--- config.mk ---
export PLATFORM = sky130hd
export DESIGN_NAME = write_through_buffer
export DESIGN_NICKNAME = d
export VERILOG_FILES = /design/src/rtl/write_through_buffer.sv
export SDC_FILE = /design/constraint.sdc
export NUM_CORES = 1
export LEC_CHECK = 0
export CAP_MARGIN = 20
export CORE_ASPECT_RATIO = 0.75
export CORE_UTILIZATION = 39
export DETAILED_ROUTE_END_ITERATION = 8
export RECOVER_POWER = 25
export SLEW_MARGIN = 20
export SYNTH_ARGS = -nofsm -noshare
export SYNTH_HDL_FRONTEND = slang
export SYNTH_SLANG_ARGS = --single-unit
--- constraint.sdc ---
create_clock -name clk -period 16.5 [get_ports clk]
set_input_delay 3.3 -clock clk [delete_from_list [all_inputs] [get_ports clk]]
set_output_delay 3.3 -clock clk [all_outputs]
set_load 0.05 [all_outputs]
--- src/rtl/write_through_buffer.sv ---
// Posted write buffer between the L1 write-through port and main memory.
// Coalesces same-address writes, drains over req/ack and forwards reads from buffered data.
module write_through_buffer #(
  parameter int unsigned DEPTH  = 4,
  parameter int unsigned ADDR_W = 32,
  parameter int unsigned DATA_W = 32
) (
  input  logic              clk,
  input  logic              reset,
  input  logic              in_req,
  input  logic              in_write,
  input  logic [ADDR_W-1:0] in_addr,
  input  logic [DATA_W-1:0] in_write_data,
  output logic [DATA_W-1:0] in_read_data,
  output logic              fwd_hit,
  output logic              buf_full,
  output logic [ADDR_W-1:0] mem_rd_addr,
  input  logic [DATA_W-1:0] mem_rd_data,
  output logic              mem_wr_req,
  output logic [ADDR_W-1:0] mem_wr_addr,
  output logic [DATA_W-1:0] mem_wr_data,
  input  logic              mem_wr_ack,
  output logic              wr_drop,
  output logic [31:0]       drop_count,
  output logic [31:0]       coalesce_count
);

  localparam int unsigned PTR_W = $clog2(DEPTH);
  localparam int unsigned CNT_W = PTR_W + 1;

  localparam logic [0:0] ST_IDLE = 1'b0;
  localparam logic [0:0] ST_BUSY = 1'b1;

  logic [DEPTH-1:0]  valid_q, valid_d;
  logic [ADDR_W-1:0] addr_q [DEPTH];
  logic [ADDR_W-1:0] addr_d [DEPTH];
  logic [DATA_W-1:0] data_q [DEPTH];
  logic [DATA_W-1:0] data_d [DEPTH];
  logic [PTR_W-1:0]  head_q, head_d, tail_q, tail_d;
  logic [CNT_W-1:0]  count_q, count_d;
  logic [0:0]        state_q, state_d;
  logic              mem_wr_req_q, mem_wr_req_d;
  logic [ADDR_W-1:0] mem_wr_addr_q, mem_wr_addr_d;
  logic [DATA_W-1:0] mem_wr_data_q, mem_wr_data_d;
  logic              wr_drop_q, wr_drop_d;
  logic [31:0]       drop_count_q, drop_count_d;
  logic [31:0]       coalesce_count_q, coalesce_count_d;

  logic              full;
  logic              coal_hit;
  logic [PTR_W-1:0]  coal_idx;
  logic [PTR_W-1:0]  rd_idx;
  logic              do_wr, do_coal, do_enq, do_drop, do_pop;

  assign full           = (count_q == CNT_W'(DEPTH));
  assign buf_full       = full;
  assign mem_rd_addr    = in_addr;
  assign mem_wr_req     = mem_wr_req_q;
  assign mem_wr_addr    = mem_wr_addr_q;
  assign mem_wr_data    = mem_wr_data_q;
  assign wr_drop        = wr_drop_q;
  assign drop_count     = drop_count_q;
  assign coalesce_count = coalesce_count_q;

  // Read forwarding: walk oldest to youngest so the youngest match wins
  always_comb begin
    fwd_hit      = 1'b0;
    in_read_data = mem_rd_data;
    rd_idx       = '0;
    for (int unsigned i = 0; i < DEPTH; i++) begin
      rd_idx = head_q + PTR_W'(i);
      if (valid_q[rd_idx] && (addr_q[rd_idx] == in_addr)) begin
        fwd_hit      = 1'b1;
        in_read_data = data_q[rd_idx];
      end
    end
  end

  // Coalesce target: any matching entry except the head already presented to memory
  always_comb begin
    coal_hit = 1'b0;
    coal_idx = '0;
    for (int unsigned i = 0; i < DEPTH; i++) begin
      if (valid_q[i] && (addr_q[i] == in_addr) &&
          !((state_q == ST_BUSY) && (PTR_W'(i) == head_q))) begin
        coal_hit = 1'b1;
        coal_idx = PTR_W'(i);
      end
    end
  end

  always_comb begin
    valid_d          = valid_q;
    addr_d           = addr_q;
    data_d           = data_q;
    head_d           = head_q;
    tail_d           = tail_q;
    count_d          = count_q;
    state_d          = state_q;
    mem_wr_req_d     = mem_wr_req_q;
    mem_wr_addr_d    = mem_wr_addr_q;
    mem_wr_data_d    = mem_wr_data_q;
    wr_drop_d        = 1'b0;
    drop_count_d     = drop_count_q;
    coalesce_count_d = coalesce_count_q;

    do_wr   = in_req & in_write;
    do_coal = do_wr & coal_hit;
    do_enq  = do_wr & ~coal_hit & ~full;
    do_drop = do_wr & ~coal_hit & full;
    do_pop  = (state_q == ST_BUSY) & mem_wr_ack;

    if (do_coal) begin
      data_d[coal_idx] = in_write_data;
      coalesce_count_d = coalesce_count_q + 32'd1;
    end
    if (do_enq) begin
      valid_d[tail_q] = 1'b1;
      addr_d[tail_q]  = in_addr;
      data_d[tail_q]  = in_write_data;
      tail_d          = tail_q + PTR_W'(1);
    end
    if (do_drop) begin
      wr_drop_d    = 1'b1;
      drop_count_d = drop_count_q + 32'd1;
    end
    if (do_pop) begin
      valid_d[head_q] = 1'b0;
      head_d          = head_q + PTR_W'(1);
    end
    count_d = count_q + CNT_W'(do_enq) - CNT_W'(do_pop);

    // Drain FSM; a same-cycle coalesce into the head being loaded is forwarded
    case (state_q)
      ST_IDLE: begin
        if (count_q != '0) begin
          mem_wr_addr_d = addr_q[head_q];
          mem_wr_data_d = (do_coal && (coal_idx == head_q)) ? in_write_data : data_q[head_q];
          mem_wr_req_d  = 1'b1;
          state_d       = ST_BUSY;
        end
      end
      ST_BUSY: begin
        if (mem_wr_ack) begin
          mem_wr_req_d = 1'b0;
          state_d      = ST_IDLE;
        end
      end
      default: state_d = ST_IDLE;
    endcase
  end

  always_ff @(posedge clk) begin
    if (reset) begin
      valid_q          <= '0;
      head_q           <= '0;
      tail_q           <= '0;
      count_q          <= '0;
      state_q          <= ST_IDLE;
      mem_wr_req_q     <= 1'b0;
      mem_wr_addr_q    <= '0;
      mem_wr_data_q    <= '0;
      wr_drop_q        <= 1'b0;
      drop_count_q     <= '0;
      coalesce_count_q <= '0;
    end else begin
      valid_q          <= valid_d;
      head_q           <= head_d;
      tail_q           <= tail_d;
      count_q          <= count_d;
      state_q          <= state_d;
      mem_wr_req_q     <= mem_wr_req_d;
      mem_wr_addr_q    <= mem_wr_addr_d;
      mem_wr_data_q    <= mem_wr_data_d;
      wr_drop_q        <= wr_drop_d;
      drop_count_q     <= drop_count_d;
      coalesce_count_q <= coalesce_count_d;
    end
  end

  // Entry payloads need no reset; valid bits gate every use
  always_ff @(posedge clk) begin
    addr_q <= addr_d;
    data_q <= data_d;
  end

endmodule

Yosys cells after proc, flatten, opt, wreduce, memory -nomap -nowiden
Cells that the tools add are included.
{"block": "classes", "n_addsub": 8, "magnitude_cmp": 15, "eq_ne": 15, "mux": 70, "bitwise_logic": 18, "n_reduce_logical": 29}
{"op": "$mux 32", "count": 23}
{"op": "$bmux 32 s2", "count": 8}
{"op": "$bwmux 128", "count": 3}
{"op": "$eq 32x32->1", "count": 8}
{"op": "$mux 128", "count": 2}
{"op": "$demux 32 s2", "count": 2}
{"op": "$add 32x1->32 const B", "count": 2}
{"op": "$logic_and 1x1->1", "count": 21}
{"op": "$mux 1", "count": 20}
{"op": "$ge 3x3->1 const B", "count": 6}
{"op": "$not 2->3", "count": 6}
{"op": "$lt 2x3->1 const B", "count": 5}
{"op": "$bmux 1 s2", "count": 4}
{"op": "$mux 4", "count": 2}
{"op": "$and 1x1->1", "count": 6}
{"op": "$lt 3x1->1 const B", "count": 2}
{"op": "$add 2x1->2 const B", "count": 2}
{"op": "$add 2x2->2 const B", "count": 2}
{"op": "$and 4x4->4", "count": 1}
{"op": "$demux 1 s2", "count": 2}
{"op": "$eq 2x2->1 const A", "count": 2}
{"op": "$ge 2x1->1 const B", "count": 2}
{"op": "$logic_not 1->1", "count": 4}
{"op": "$mux 2", "count": 2}
{"op": "other kinds (13)", "count": 18}
{"block": "totals", "register_bits": 398, "input_bits": 101, "out_inout_bits": 196}

Logic depth before layout (Yosys ltp)
{"block": "logic_depth", "depth_word": 16, "depth_mapped": 22}

Least setup slack after synthesis
OpenSTA, ideal clock, no wires.
{"block": "synth_path", "path_kind": "input -> output", "from": "input port in_addr[3]", "to": "output port in_read_data[10]", "arrival_time_ps": 5555, "required_time_ps": 13200, "slack_ps": 7645, "cell_stages": 8, "n_path_buf": 2, "cell_sequence": "buf_2 xnor2_1 nand4_1 nor4_1 nand4_1 clkbuf_1 o311a_1 o22ai_1"}
{"block": "synth_between", "elab_chain_cells": 6}
{"element": "from (decl)", "line": "12", "source": "input logic [ADDR_W-1:0] in_addr,"}
{"element": "$eq 32x32->1", "line": "72", "source": "if (valid_q[rd_idx] && (addr_q[rd_idx] == in_addr)) begin"}
{"element": "$logic_and 1x1->1", "line": "72"}
{"element": "$mux 32 (3 in a row)", "line": "72"}
{"element": "$mux 32 (*)", "line": "72"}
{"element": "to (decl)", "line": "14", "source": "output logic [DATA_W-1:0] in_read_data,"}
Every way passes the cells marked *; elsewhere a longest branch is shown, timed or not.

Final worst setup path
{"block": "layout_path", "from": "input port in_addr[17]", "to": "output port in_read_data[29]"}
The elaborated chain is that of the path after synthesis.

==> reports/results.ini <==
[outcome]
status=finished, violations left
violations=max-capacitance violations, max-slew violations

[yosys]
ys_ff_latch=398
syn_area_um2=26100
synth_area_leaders=mux4_2, dfxtp_1, edfxtp_1, xnor2_1, mux2_4
synth_area_leader_cell=mux4_2
synth_top_area_share_pct=22.5
yosysWarnings=0
ys.flop_type=dfxtp_1
syn-num-nets=2355
synth_cells=2241
synth_seq_area_share_pct=35.5
synth_cell_types=65
avgSynthCellArea_um2=11.6
synth-edff-count=128
synthArstFlopShare_pct=0

[grt]
met2_usage_pct=39.4
busiest_layer=met1
grtUsageTotal_pct=27.0
globalRoute.totalOverflow=0
grt_pass1_wl_mm=136
antenna_found_initial=3
grt_pass1_vias=19600
grt_max_degree=131
grt_use_met1_pct=39.9
met3_usage_pct=7.04

[detailed_routing]
drc=0
ant_nets=0
wl_per_cell_um=28.1
vias_per_cell=6.24
routed_wl_mm=93.0
dr.pass1.iters=5
dr_total_vias=20700
drt_iter0_markers=2309

[cts]
cts_hold_buffers=0
cts_tree=done
cts_buffers=46
cts-htree-levels=2
cts_root_buffer=clkbuf_16
clockBufferDepth=3
clk_pin_slew_ns=0.06
cts_resized=0
cts_setup_buffers=0
cts_sinks=398
clk_latency_ns=0.60

[sta]
period_minus_slack_ns=11.28
worstMarginPinSlew_ns=3.96
tns_ns=0
clock_skew_ns=0.0328
max_freq_mhz=88.6
holdWs_ns=0.451
setup-violations-final=0
drv_slew=84
slew_headroom_pct=-164
period_share_pct=68.4
hold_viol_final=0
rsz0062_at_grt=false

[worst_setup_path]
cp_cell_sequence=dlygate4sd3_1 -> clkbuf_1 -> xnor2_1 -> nand4_1 -> nor4_1 -> and3_2 -> buf_4 -> nand2_1 -> o311ai_0 -> o2bb2ai_1 -> clkdlybuf4s50_1
critPathRequiredTime_ns=13.20
regToRegSetupSlack_ns=11.20
startpoint_type=input port
critPathMaxStageDelay_ns=0.82
worstPathArrival_ns=7.98
cp_max_fo=64
crit_family=buffers and inverters
critPathBufInv=4
worst-setup-path-type=input port to output pin
worstSetupEndpointType=output pin
critPathSlowestCell=clkdlybuf4s50_1

[placement]
hpwl_mm=67.0
port_buffers=296
routabilityCongestion=1.02

[power]
p_leak_nw=10.2
p_per_area_nw_per_um2=141
p_total_mw=4.31
ir_worst_vdd_mv=0.101

[layout]
synthToLayoutAreaGrowth_pct=17.7
nNetsFinal=2518
drive_gt1_share_pct=20.0
final_core_util_pct=46.7

[floorplanning]
rows=81
io_pins=297
die_area_um2=67900
start_util_pct=39.7
core_area_um2=65700
die_h_um=226
die_w_um=300

[worst_hold_path]
hold_class=flop to flop

[job]
cap_viol_max_count=1

layout make-up:
type                            instances  area, µm²
Clock inverter                         13        161
Multi-Input combinational cell       1567      15300
Antenna cell                            1       2.50
Tap cell                              871       1090
Timing Repair Buffer                  326       3180
Fill cell                            5920      35000
Sequential cell                       398       9260
Inverter                               65        244
Clock buffer                           72       1400
logic make-up (layout without fill, tap and decap cells):
group,Yosys count,count (layout),synth area share (%)
and+or+nand+nor,509,509,10.3
muxes,426,426,30.4
DFF,398,398,35.5
AOI/OAI and AO/OA,352,352,8.27
buffers and inverters,276,476,5.84
xor gates and xnor gates,267,267,8.97
adders and majority gates,13,13,0.653
other,0,1,0
power by group:
part	switching (mW)	internal (mW)	leakage, nW
logic	1.02	0.812	6.02
clock network	0.437	0.630	0.761
registers	0.207	1.21	3.38
metrics by stage:
| step | cells | setup WS, ns | cell area, µm² |
|---|---|---|---|
| global placement | 3227 | 5.67 | 29100 |
| global route | 3312 | 5.10 | 30700 |
| CTS | 3312 | 5.60 | 30700 |
| floorplan | 2241 | 7.65 | 26100 |
| finish | 3313 | 5.22 | 30700 |
| detailed placement | 3227 | 5.60 | 29100 |
cell usage in the layout (no fill, tap or decap), drive strengths merged, types with 22 or more instances in the layout:
cell type      instances
dfxtp                270
mux4                 260
clkdlybuf4s50        247
xnor2                181
nand2                158
mux2                 131
edfxtp               128
a21oi                114
o21ai                102
xor2                  86
clkbuf                77
nand4                 69
inv                   66
nor2                  57
nor4                  51
dlygate4sd3           48
mux2i                 35
nand3                 34
a31oi                 32
or3                   31
buf                   26
o311a                 22
o22ai                 22
sequential cells by signal, summed over array words and instances (netlist names):
register and flops:
state_q 1, drop_count 32, count_q 3, data_q 128
tail_q 2, addr_q 128, head_q 2, wr_drop 1
mem_wr_data 32, coalesce_count 32, mem_wr_req 1, mem_wr_addr 32
valid_q 4
final timing paths:
path                                 from                            to  cells past startpoint
max                           in_addr[17]              in_read_data[29]                     11
min reg2reg  mem_wr_addr[20]$_SDFFE_PP0P_  mem_wr_addr[20]$_SDFFE_PP0P_                      2
max reg2reg        head_q[1]$_SDFFE_PP0P_         count_q[2]$_SDFF_PP0_                     16
min          mem_wr_addr[20]$_SDFFE_PP0P_  mem_wr_addr[20]$_SDFFE_PP0P_                      2
cell usage after synthesis, types with 35 or more instances:
cell / number
clkbuf_1: 69
nand4_1: 69
xnor2_1: 181
buf_2: 43
xor2_1: 86
nand2_1: 158
a21oi_1: 114
nor4_1: 49
buf_4: 69
mux4_2: 260
o21ai_0: 84
mux2_2: 35
mux2_4: 66
dfxtp_1: 270
edfxtp_1: 128
inv_1: 65
mux2i_1: 35
nor2_1: 56
worst reg2reg max path, cell delays in order, from the launching register on:
cell	delay, ns
dfxtp_4	0.76
buf_4	0.78
ha_1	0.31
nand2_1	0.11
and3b_1	0.22
nand4_1	0.21
nor3_1	0.19
a2111o_2	0.44
nor3_2	0.60
inv_1	0.11
ha_1	0.30
inv_1	0.04
ha_1	0.18
fa_1	0.39
xnor2_1	0.18
xnor2_1	0.14
nor2_1	0.05
routing by layer:
layer  vias to the layer above  part of all wire (%)
met5                         -                     0
met4                         0                   2.0
met3                       127                    10
met2                      1003                    43
met1                     10600                    44
li1                       8902                     -
(Power assumes the default switching activity.)
